## config.mk

```make
export PLATFORM = sky130hd
export DESIGN_NAME = clk_div_bank_flat
export DESIGN_NICKNAME = d
export VERILOG_FILES = /design/src/rtl/clk_div_bank_if.sv /design/src/rtl/clk_div_bank.sv /design/src/flat_wrapper.sv
export SDC_FILE = /design/constraint.sdc
export NUM_CORES = 1
export LEC_CHECK = 0
export CAP_MARGIN = 10
export CORE_UTILIZATION = 50
export CTS_CLUSTER_DIAMETER = 60
export DETAILED_ROUTE_END_ITERATION = 7
export GPL_TIMING_DRIVEN = 0
export PLACE_DENSITY = 0.68
export SYNTH_ARGS = -nofsm -noshare
export SYNTH_HDL_FRONTEND = slang
export SYNTH_SLANG_ARGS = --single-unit
```

## constraint.sdc

```tcl
create_clock -name i_mainclk -period 3.5 [get_ports i_mainclk]
set_input_delay 0.875 -clock i_mainclk [delete_from_list [all_inputs] [get_ports i_mainclk]]
set_output_delay 0.875 -clock i_mainclk [all_outputs]
set_load 0.01 [all_outputs]
```

## src/rtl/clk_div_bank_if.sv

```systemverilog
// Control and status bundle for clk_div_bank: run enables, phase sync, divisor
// writes, and the per-channel divided clocks, ticks and config status.
interface clk_div_bank_if #(
  parameter int NCH = 3,
  parameter int CW  = 9,
  parameter int CHW = 2
);
  logic [NCH-1:0] en;
  logic           sync;
  logic           cfg_wr;
  logic [CHW-1:0] cfg_ch;
  logic [CW-1:0]  cfg_div;
  logic           cfg_err;
  logic [NCH-1:0] cfg_pend;
  logic [NCH-1:0] clk_out;
  logic [NCH-1:0] tick;

  modport master (
    output en, sync, cfg_wr, cfg_ch, cfg_div,
    input  cfg_err, cfg_pend, clk_out, tick
  );

  modport slave (
    input  en, sync, cfg_wr, cfg_ch, cfg_div,
    output cfg_err, cfg_pend, clk_out, tick
  );
endinterface

```

## src/rtl/clk_div_bank.sv

```systemverilog
// Bank of NCH integer clock dividers with registered level and tick outputs; a channel
// ticks on the first edge that samples its enable, and new divisors land only at period boundaries.
module clk_div_bank #(
  parameter int                  NCH     = 3,
  parameter int                  CW      = 9,
  parameter int                  CHW     = 2,
  parameter logic [NCH*CW-1:0]   DEF_DIV = {9'd288, 9'd32, 9'd2}
) (
  input  logic           i_mainclk,
  input  logic           i_reset,
  clk_div_bank_if.slave  bus
);

  localparam logic [CHW:0] NCH_W = (CHW+1)'(NCH);

  logic [CW-1:0]  r_cnt [NCH];
  logic [CW-1:0]  r_act [NCH];
  logic [CW-1:0]  r_shd [NCH];
  logic [NCH-1:0] r_run;
  logic [NCH-1:0] r_pend;
  logic [NCH-1:0] r_clk;
  logic [NCH-1:0] r_tick;
  logic           r_err;

  logic           w_wr_ok;
  logic [NCH-1:0] w_bound;
  logic [NCH-1:0] w_wr_hit;
  logic [NCH-1:0] w_clk_nxt;

  assign w_wr_ok = bus.cfg_wr && (bus.cfg_div >= CW'(2)) && ({1'b0, bus.cfg_ch} < NCH_W);

  for (genvar g = 0; g < NCH; g++) begin : g_ch
    logic [CW-1:0] w_hi;
    logic [CW-1:0] w_inc;

    // High phase is the ceiling half, so odd divisors stay high one extra cycle.
    assign w_hi         = r_act[g] - (r_act[g] >> 1);
    assign w_inc        = r_cnt[g] + CW'(1);
    assign w_clk_nxt[g] = w_inc < w_hi;
    assign w_bound[g]   = !r_run[g] || bus.sync || (r_cnt[g] == r_act[g] - CW'(1));
    assign w_wr_hit[g]  = w_wr_ok && (bus.cfg_ch == CHW'(g));
  end

  always_ff @(posedge i_mainclk or negedge i_reset) begin
    if (!i_reset) begin
      r_run  <= '0;
      r_pend <= '0;
      r_clk  <= '0;
      r_tick <= '0;
      r_err  <= 1'b0;
      for (int i = 0; i < NCH; i++) begin
        r_cnt[i] <= '0;
        r_act[i] <= DEF_DIV[i*CW +: CW];
        r_shd[i] <= DEF_DIV[i*CW +: CW];
      end
    end else begin
      r_err <= bus.cfg_wr && !w_wr_ok;
      for (int i = 0; i < NCH; i++) begin
        if (!bus.en[i]) begin
          r_run[i]  <= 1'b0;
          r_cnt[i]  <= '0;
          r_clk[i]  <= 1'b0;
          r_tick[i] <= 1'b0;
        end else if (w_bound[i]) begin
          r_run[i]  <= 1'b1;
          r_cnt[i]  <= '0;
          r_clk[i]  <= 1'b1;
          r_tick[i] <= 1'b1;
          r_act[i]  <= r_shd[i];
        end else begin
          r_cnt[i]  <= w_inc_sel(i);
          r_clk[i]  <= w_clk_nxt[i];
          r_tick[i] <= 1'b0;
        end

        // A write on the boundary edge wins over the clear, so it is applied one period later.
        if (w_wr_hit[i]) begin
          r_shd[i]  <= bus.cfg_div;
          r_pend[i] <= 1'b1;
        end else if (bus.en[i] && w_bound[i]) begin
          r_pend[i] <= 1'b0;
        end
      end
    end
  end

  function automatic logic [CW-1:0] w_inc_sel(input int idx);
    return r_cnt[idx] + CW'(1);
  endfunction

  assign bus.clk_out  = r_clk;
  assign bus.tick     = r_tick;
  assign bus.cfg_pend = r_pend;
  assign bus.cfg_err  = r_err;

endmodule

```

## src/flat_wrapper.sv

```systemverilog
// flat-port wrapper written by rule: the top's interface ports become plain ports
module clk_div_bank_flat 
#(
  parameter int                  NCH     = 3,
  parameter int                  CW      = 9,
  parameter int                  CHW     = 2,
  parameter logic [NCH*CW-1:0]   DEF_DIV = {9'd288, 9'd32, 9'd2}
)
  (i_mainclk, i_reset, bus_en, bus_sync, bus_cfg_wr, bus_cfg_ch, bus_cfg_div, bus_cfg_err, bus_cfg_pend, bus_clk_out, bus_tick);
  clk_div_bank_if #(.NCH(NCH), .CW(CW), .CHW(CHW)) bus_i ();
  input  logic i_mainclk;
  input  logic i_reset;
  input wire logic [$bits(bus_i.en)-1:0] bus_en;
  input wire logic [$bits(bus_i.sync)-1:0] bus_sync;
  input wire logic [$bits(bus_i.cfg_wr)-1:0] bus_cfg_wr;
  input wire logic [$bits(bus_i.cfg_ch)-1:0] bus_cfg_ch;
  input wire logic [$bits(bus_i.cfg_div)-1:0] bus_cfg_div;
  output wire logic [$bits(bus_i.cfg_err)-1:0] bus_cfg_err;
  output wire logic [$bits(bus_i.cfg_pend)-1:0] bus_cfg_pend;
  output wire logic [$bits(bus_i.clk_out)-1:0] bus_clk_out;
  output wire logic [$bits(bus_i.tick)-1:0] bus_tick;
  assign bus_i.en = bus_en;
  assign bus_i.sync = bus_sync;
  assign bus_i.cfg_wr = bus_cfg_wr;
  assign bus_i.cfg_ch = bus_cfg_ch;
  assign bus_i.cfg_div = bus_cfg_div;
  assign bus_cfg_err = bus_i.cfg_err;
  assign bus_cfg_pend = bus_i.cfg_pend;
  assign bus_clk_out = bus_i.clk_out;
  assign bus_tick = bus_i.tick;
  clk_div_bank #(.NCH(NCH), .CW(CW), .CHW(CHW), .DEF_DIV(DEF_DIV)) u_core (.i_mainclk(i_mainclk), .i_reset(i_reset), .bus(bus_i));
endmodule
```

# Yosys cells after proc, flatten, opt, wreduce, memory -nomap -nowiden
# Index checks and enable logic that the tools add are counted.
# W data, S select, Z words.
totals:
  regBits: 94
  input_bits: 18
  out_inout_bits: 10
  elab_cells: 96
classes:
  addsub: 9
  n_lt_le_gt_ge: 5
  n_eq_ne: 8
  muxes: 30
  n_reduce_logical: 26
op_table:
  columns: ["operator", "count"]
  rows:
  - ["$mux W9", 6]
  - ["$add A9 B1 Y9 const B", 3]
  - ["$eq A9 B9 Y1", 3]
  - ["$lt A9 B9 Y1", 3]
  - ["$sub A9 B1 Y9 const B", 3]
  - ["$sub A9 B8 Y9", 3]
  - ["$mux W1", 24]
  - ["$ge A9 B2 Y1 const B", 1]
  - ["$logic_and A1 B1 Y1", 9]
  - ["$logic_or A1 B1 Y1", 6]
  - ["$ne A2 B1 Y1 const B", 3]
  - ["$reduce_and A2 Y1", 3]
  - ["$reduce_bool A2 Y1", 3]
  - ["$logic_not A1 Y1", 4]
  - ["$eq A2 B1 Y1 const B", 1]
  - ["$eq A2 B2 Y1 const B", 1]
  - ["$logic_not A2 Y1", 1]
  - ["$lt A2 B2 Y1 const B", 1]

# Logic depth before layout (Yosys ltp)
# Gate-level depths: netlist of run 1.
logic_depth:
  word_depth: 6
  depth_mapped: 13
  mapped_depth_nobuf: 13

# Worst setup path before layout of run 1
# No wires, ideal clock.
synth_timing:
  kind: "register -> register"
  startpoint: "reg u_core.r_act[19] (netlist name)"
  endpoint: "reg u_core.r_clk[0], in the netlist u_core.bus.clk_out[0]"
  setup_ns: 0.129
  t_arrival_ns: 2.571
  required_ns: 3.371
  setup_slack_ns: 0.800
  stages_incl_launch_ff: 13
  path_buffers: 0
  synth_period_minus_slack_ns: 2.700
  path_cell_list: "dfstp_2 inv_1 fa_1 o21bai_1 a21oi_1 o311ai_0 a21o_1 a21oi_1 xnor2_1 ha_1 o21ai_0 a31oi_1 o21ai_0"
synth_between:
  elab_chain_len: 5
  elab_cells_between_ends: 7
  classes_between: "add/sub (2); order compare (1); eq/ne (1); mux (2); reduce/logical (1)"
synth_lines:
  columns: ["item", "line", "rtl"]
  rows:
  - ["start: declaration", "clk_div_bank.sv:17", "logic [CW-1:0] r_act [NCH];"]
  - ["start signal: indexed assignment", "clk_div_bank.sv:53", "r_act[i] <= DEF_DIV[i*CW +: CW];"]
  - ["start signal: indexed assignment", "clk_div_bank.sv:69", "r_act[i] <= r_shd[i];"]
  - ["branches (longest 3 deep; another with $sub A9 B8 Y9)", null, null]
  - ["$mux W1 (*)", "clk_div_bank.sv:64", "end else if (w_bound[i]) begin"]
  - ["$mux W1 (*)", "clk_div_bank.sv:59", "if (!bus.en[i]) begin"]
  - ["end signal: indexed assignment", "clk_div_bank.sv:72", "r_clk[i] <= w_clk_nxt[i];"]
  - ["end: declaration", "clk_div_bank.sv:21", "logic [NCH-1:0] r_clk;"]
# Every way passes the cells marked *.
# A chain may end at the register's enable or synchronous reset.

# Worst setup path after layout of run 1
layout_timing:
  startpoint: "reg u_core.r_act[18] (netlist name)"
  endpoint: "reg u_core.r_clk[0], in the netlist u_core.bus.clk_out[0]"
# Same word-level chain as after synthesis.

==> results of run 1 <==
-- final cells by class --
class | instances | area, um2
well taps | 168 | 210.2
flip-flops and latches | 94 | 2362
plain buffers | 8 | 57.56
repair buffers | 28 | 295.3
clock inverters | 7 | 77.57
multi-input cells | 418 | 3737
fillers | 1026 | 5012
clock buffers | 9 | 225.2
inverters | 49 | 183.9
-- worst paths after layout --
path	endpoint	cells past startpoint	startpoint
setup / recovery	u_core.bus.clk_out[0]	12	u_core.r_act[18]
hold / removal	u_core.r_cnt[10]	1	i_reset
setup reg to reg	u_core.bus.clk_out[0]	12	u_core.r_act[18]
hold reg to reg	u_core.bus.cfg_pend[0]	1	u_core.bus.cfg_pend[0]
max in group asynchronous	u_core.r_act[8]	2	i_reset
min in group i_mainclk	u_core.bus.cfg_pend[0]	1	u_core.bus.cfg_pend[0]
-- flip-flops by register name, indices dropped and copies added, names as in the netlist --
signal and count:
u_core.r_act 27, u_core.r_cnt 27, u_core.r_shd 27, u_core.bus.cfg_pend 3, u_core.bus.clk_out 3, u_core.bus.tick 3, u_core.r_run 3, u_core.bus.cfg_err 1
-- power breakdown --
| group | leakage, nW | internal, mW | total, mW | switching, mW |
|---|---|---|---|---|
| registers | 1.16 | 1.26 | 1.43 | 0.167 |
| logic | 2.11 | 0.968 | 1.97 | 0.997 |
| clock network | 0.150 | 0.509 | 0.997 | 0.488 |
-- layer usage --
metal	GRT usage, %	up-vias
li1	-	2042
met1	28.44	2045
met2	33.90	41
met3	3.388	18
met4	7.186	0
met5	0	-
-- placed cells by master (no fill, tap or decap), types with 4 or more instances in the layout --
| cell | netlist | final |
|---|---|---|
| dfrtp_1 | 86 | 86 |
| nand2_1 | 21 | 21 |
| nor2_1 | 15 | 15 |
| a31oi_1 | 4 | 4 |
| mux2_4 | 15 | 15 |
| nor3_2 | 4 | 4 |
| mux2_1 | 5 | 5 |
| and3_1 | 17 | 17 |
| nand3_1 | 14 | 14 |
| ha_1 | 81 | 81 |
| o311ai_0 | 4 | 4 |
| clkbuf_1 | 5 | 5 |
| clkbuf_16 | 0 | 9 |
| nand2b_1 | 7 | 7 |
| nor3_1 | 5 | 5 |
| nor3b_1 | 8 | 8 |
| inv_1 | 48 | 48 |
| xor2_1 | 32 | 32 |
| nor2b_1 | 10 | 10 |
| dfstp_2 | 8 | 8 |
| a21oi_1 | 15 | 15 |
| o21ai_0 | 16 | 16 |
| o21bai_1 | 6 | 6 |
| xnor2_1 | 52 | 52 |
| mux2_2 | 34 | 34 |
| a21o_1 | 5 | 5 |
| clkdlybuf4s50_1 | 0 | 26 |
-- synth_stat cells (2+ instances only) --
| master | n | share of area, % |
|---|---|---|
| and4_1 | 2 | 0.28 |
| a21oi_1 | 15 | 1.2 |
| and3b_1 | 3 | 0.41 |
| xor2_1 | 32 | 4.4 |
| nand2b_1 | 7 | 0.69 |
| a21boi_1 | 2 | 0.24 |
| a31oi_1 | 4 | 0.39 |
| nor2b_1 | 10 | 0.99 |
| nor3b_1 | 8 | 0.95 |
| mux2_1 | 5 | 0.89 |
| inv_1 | 48 | 2.8 |
| and2_1 | 3 | 0.30 |
| o21ai_0 | 16 | 1.3 |
| xnor2_1 | 52 | 7.2 |
| clkbuf_1 | 5 | 0.30 |
| mux2_4 | 15 | 3.6 |
| nand2_1 | 21 | 1.2 |
| dfrtp_1 | 86 | 34 |
| o21ba_2 | 3 | 0.47 |
| nor3_2 | 4 | 0.63 |
| o21bai_1 | 6 | 0.71 |
| a21boi_0 | 2 | 0.24 |
| a31oi_4 | 2 | 0.67 |
| and3_1 | 17 | 1.7 |
| ha_1 | 81 | 16 |
| o221ai_1 | 3 | 0.41 |
| o311ai_0 | 4 | 0.55 |
| a221oi_1 | 3 | 0.41 |
| mux2_2 | 34 | 6.0 |
| nand4_1 | 3 | 0.30 |
| dfstp_2 | 8 | 3.3 |
| nor2_1 | 15 | 0.89 |
| a21o_1 | 5 | 0.59 |
| nand3b_1 | 2 | 0.24 |
| nor4_1 | 2 | 0.20 |
| nand3_1 | 14 | 1.1 |
| nor3_1 | 5 | 0.39 |
| fa_1 | 3 | 0.95 |
-- kinds of logic after synthesis --
kind of cell | count (synthesis) | synth area share (%)
simple gates | 121 | 11.25
flops | 94 | 37.25
xor+xnor | 84 | 11.60
fa+ha+maj | 84 | 16.93
compound gates | 75 | 8.682
buf+inv | 57 | 3.808
mux | 54 | 10.48
-- worst max-delay path: stages, from the launching register on --
cell      delay [ns]
dfrtp_1         0.42
inv_1           0.10
ha_1            0.24
fa_1            0.40
o21bai_1        0.18
a21oi_1         0.13
o311ai_0        0.52
xnor2_1         0.13
ha_1            0.32
and4_1          0.20
o21ai_0         0.14
a31oi_1         0.17
o21ai_0         0.09
-- stage by stage --
step	hold slack [ns]	TNS, ns
finish	0.4465	0
global route	0.4710	0
CTS	0.4577	0
detailed placement	0.4765	0
global placement	0.4665	-167.12
floorplan	0.4522	0
==> flow_summary.yaml, run 1 <==
pwr:
  p_total_mw: 4.391
  ir_drop_mv: 0.3513
  power.density_nw_per_um2: 614.2
  p_leak_nw: 3.422
timing:
  hold_viol: 0
  period_needed_ns: 3.164
  maxSlewHeadroom_pct: 31.47
  setup_viol: 0
  rsz0062_at_grt: "no"
  fin_worst_skew_ns: 0.007463
  worst_pin_slew_ns: 1.019
  finalCritPeriodShare_pct: 90.39
  slew_viol_final: 0
  fin_ws_ns: 0.3365
  max_freq_mhz: 316.1
outcome:
  status: "completed"
global_routing:
  grt_overflow: 0
  grt_max_degree: 68
  grtUsageTotal_pct: 20.91
  grt_pass1_wl_mm: 21.31
  grt_pass1_vias: 4271
  antenna_found_initial: 0
final_layout:
  final_cell_area_um2: 7149
  drive_above_1_share_pct: 15.82
  final_nets: 710
  final_util_pct: 58.79
  stdcell_count: 781
  area_growth_pct: 12.75
  num_antenna_cells: 0
synthesis:
  ys_warn_count: 0
  ys.flop_type: "dfrtp_1"
  synth_nets: 671
  ys_ff_latch: 94
  ys_types: 57
  synth_area_um2: 6341
  synth_cells: 569
  async_flop_share_pct: 100.0
  synth_edf_count: 0
  ys_seq_area_share_pct: 37.25
  synth.avg_cell_area_um2: 11.14
clock_network:
  h-tree-depth: 3
  cts_root_buffer: "clkbuf_16"
  cts_setup_buffers: 0
  cts-resized-gates: 0
  hold_buffers: 0
  clock-sinks: 94
  cts_tree: "done"
  cts_buffers: 9
  clockBufferDepth: 2
  path_clk_slew_ns: 0.07
  worstSkewPairLatency_ns: 0.35
critical_path:
  worstSetupPathType: "flip-flop to flip-flop"
  cp-start-kind: "flip-flop"
  r2r_slack_ns: 0.34
  worstPathRequired_ns: 3.73
  worstPathArrival_ns: 3.40
  path_max_fanout: 5
  worst_setup_path_end_kind: "flip-flop"
route:
  drt_iter0_markers: 124
  highest_layer: "met4"
  route.met3.wl_um: 300
  met1_length_mm: 5.938
  drc_errors: 0
  vias: 4146
  routed_wl_mm: 12.23
  post_drt_via_cell_ratio: 5.309
  wl_per_cell_um: 15.66
  antenna_left: 0
  drt-pass1-iter-count: 4
  met2WireLength_mm: 5.798
die:
  core_um2: 12160
  rows: 40
  io_pins: 28
  die_area_um2: 13140
  die-height_um: 114.6
  initial_core_util_pct: 52.14
  die_w_um: 114.6
placement:
  portBuffers: 27
  dp_cells: 765
  gp_congestion: 0.8743
  placed_cell_area_um2: 6847
  place_ws_ns: 0.3452
  dp_hpwl_mm: 9.579
worst_hold_path:
  hold_class: "input port to asynchronous set/reset pin"
run:
  maxCapViolCount: 0
Note: power is estimated with default switching activity, not from simulation.
==> run 2: changes to the inputs <==
--- a/config.mk
+++ b/config.mk
@@ -11,6 +11,7 @@
 export DETAILED_ROUTE_END_ITERATION = 7
 export GPL_TIMING_DRIVEN = 0
 export PLACE_DENSITY = 0.68
+export SLEW_MARGIN = 25
 export SYNTH_ARGS = -nofsm -noshare
 export SYNTH_HDL_FRONTEND = slang
 export SYNTH_SLANG_ARGS = --single-unit
==> run 2 against run 1 <==
Compared with the run above: flip-flop and latch count unchanged; worst setup slack worse by 0.011 ns; clock skew about the same; design area about the same; die area unchanged; critical path type unchanged; largest cell class unchanged; largest power group unchanged.
==> flow_summary.yaml, run 2 (synthesized netlist as in run 1, its figures left out) <==
clock_network:
  cts-resized-gates: 0
  clock-sinks: 94
  hold_buffers: 0
  path_clk_slew_ns: 0.07
  cts_buffers: 9
  worstSkewPairLatency_ns: 0.35
  cts_setup_buffers: 0
  cts_root_buffer: "clkbuf_16"
  h-tree-depth: 3
  clockBufferDepth: 2
  cts_tree: "done"
final_layout:
  stdcell_count: 781
  multi_input_area_um2: 3737
  register_area_um2: 2362
  final_common_cell: "dfrtp_1"
  reg_top3: "u_core.r_act (27), u_core.r_cnt (27), u_core.r_shd (27)"
  drive_above_1_share_pct: 15.82
  num_antenna_cells: 0
  fillCellCount: 1025
  final_cell_area_um2: 7153
  final_util_pct: 58.82
  area_growth_pct: 12.81
  layout_common_cells: "86 x dfrtp_1, 81 x ha_1, 52 x xnor2_1, 48 x inv_1, 34 x mux2_2"
  final_nets: 710
critical_path:
  r2r_slack_ns: 0.33
  r2r_end: "u_core.bus.clk_out[0]"
  critPathSlowestCell: "o311ai_0"
  worstPathRequired_ns: 3.73
  cp-start-kind: "flip-flop"
  timing.rr.start: "u_core.r_act[18]"
  cp_cell_sequence: "inv_1 -> ha_1 -> fa_1 -> o21bai_1 -> a21oi_1 -> o311ai_0 -> xnor2_1 -> ha_1 -> and4_1 -> o21ai_0 -> a31oi_1 -> o21ai_0"
  worstSetupPathType: "flip-flop to flip-flop"
  max_stage_delay_ns: 0.52
  worstPathArrival_ns: 3.41
  worst_r2r_path_depth: 12
  path_max_fanout: 5
  worst_setup_path_end_kind: "flip-flop"
timing:
  maxSlewHeadroom_pct: 30.44
  rsz0062_at_grt: "no"
  max_freq_mhz: 315.0
  fin_ws_ns: 0.3255
  worst_pin_slew_ns: 1.034
  tns_ns: 0
  setup_viol: 0
  fin_worst_skew_ns: 0.007352
  slew_viol_final: 0
  finalCritPeriodShare_pct: 90.70
  period_needed_ns: 3.174
  hold_viol: 0
global_routing:
  grt_pass1_wl_mm: 21.31
  grt_pass1_vias: 4271
  grt_overflow: 0
  grt_max_degree: 68
  antenna_found_initial: 0
  grtUsageTotal_pct: 20.91
route:
  routed_wl_mm: 12.23
  drt-pass1-iter-count: 4
  antenna_left: 0
  drc_errors: 0
  wl_per_cell_um: 15.66
  vias: 4149
  drt_iter0_markers: 124
  post_drt_via_cell_ratio: 5.312
placement:
  gp_congestion: 0.8743
  dp_hpwl_mm: 9.580
  dp_cells: 765
  portBuffers: 27
  placed_cell_area_um2: 6850
  place_ws_ns: 0.3452
outcome:
  status: "completed"
worst_hold_path:
  hold_class: "input port to asynchronous set/reset pin"
die:
  rows: 40
  io_pins: 28
  die-height_um: 114.6
  die_w_um: 114.6
  die_area_um2: 13140
  initial_core_util_pct: 52.14
  core_um2: 12160
pwr:
  p_leak_nw: 3.423
  power.density_nw_per_um2: 613.9
  ir_drop_mv: 0.3513
run:
  maxCapViolCount: 0
-- run 2: cell counts in the layout (fill, tap and decap cells not counted) --
No cell type changed its count.
-- run 2: per-stage QoR --
| step | hold WS (ns) | power [mW] |
|---|---|---|
| finish | 0.3855 | 4.392 |
| global route | 0.3988 | 4.768 |
| CTS | 0.3917 | 4.441 |
| detailed placement | 0.4765 | 3.426 |
| global placement | 0.4665 | 3.335 |
| floorplan | 0.4522 | 2.950 |
-- run 2: how the worst max path moves through the flow --
| stage | from | cells after the start | slack [ns] | endpoint |
|---|---|---|---|---|
| 6_report | u_core.r_act[18] | 12 | 0.33 | u_core.bus.clk_out[0] |
| 5_1_grt | u_core.r_act[18] | 12 | 0.03 | u_core.bus.clk_out[0] |
| 4_1_cts | u_core.r_act[9] | 11 | 0.33 | u_core.bus.clk_out[1] |
| 3_5_place_dp | u_core.r_act[9] | 11 | 0.35 | u_core.bus.clk_out[1] |
| 3_3_place_gp | i_reset | 1 | -1.88 | u_core.bus.tick[0] |
| 2_1_floorplan | u_core.r_act[19] | 12 | 0.80 | u_core.bus.clk_out[0] |
-- run 2: layer usage --
metal  routed length [um]  global-route usage (%)
met3                  306                   3.388
met2                 5807                   33.90
met1                 5932                   28.44
met4                  187                   7.186
met5                    0                       0
-- run 2: layout make-up --
class,instances,area share (%)
Inverter,49,2.571
Buffer,8,0.8046
Clock inverter,7,1.084
Clock buffer,9,3.149
Multi-Input combinational cell,418,52.25
Tap cell,168,2.939
Sequential cell,94,33.02
Timing Repair Buffer,28,4.181
-- run 2: power by group --
group | internal [mW] | total, mW | switching (mW)
Sequential | 1.26 | 1.43 | 0.167
Clock | 0.509 | 0.996 | 0.488
Combinational | 0.969 | 1.97 | 0.997
Total | 2.74 | 4.39 | 1.65
-- run 2: worst max-delay path, delay by kind of cell (launching register included) --
kind	cells	cell delay, ns
DFF	1	0.42
AOI/OAI and AO/OA	6	1.25
adders and majority gates	3	0.96
buffers and inverters	1	0.10
xor gates and xnor gates	1	0.13
and+or+nand+nor	1	0.20
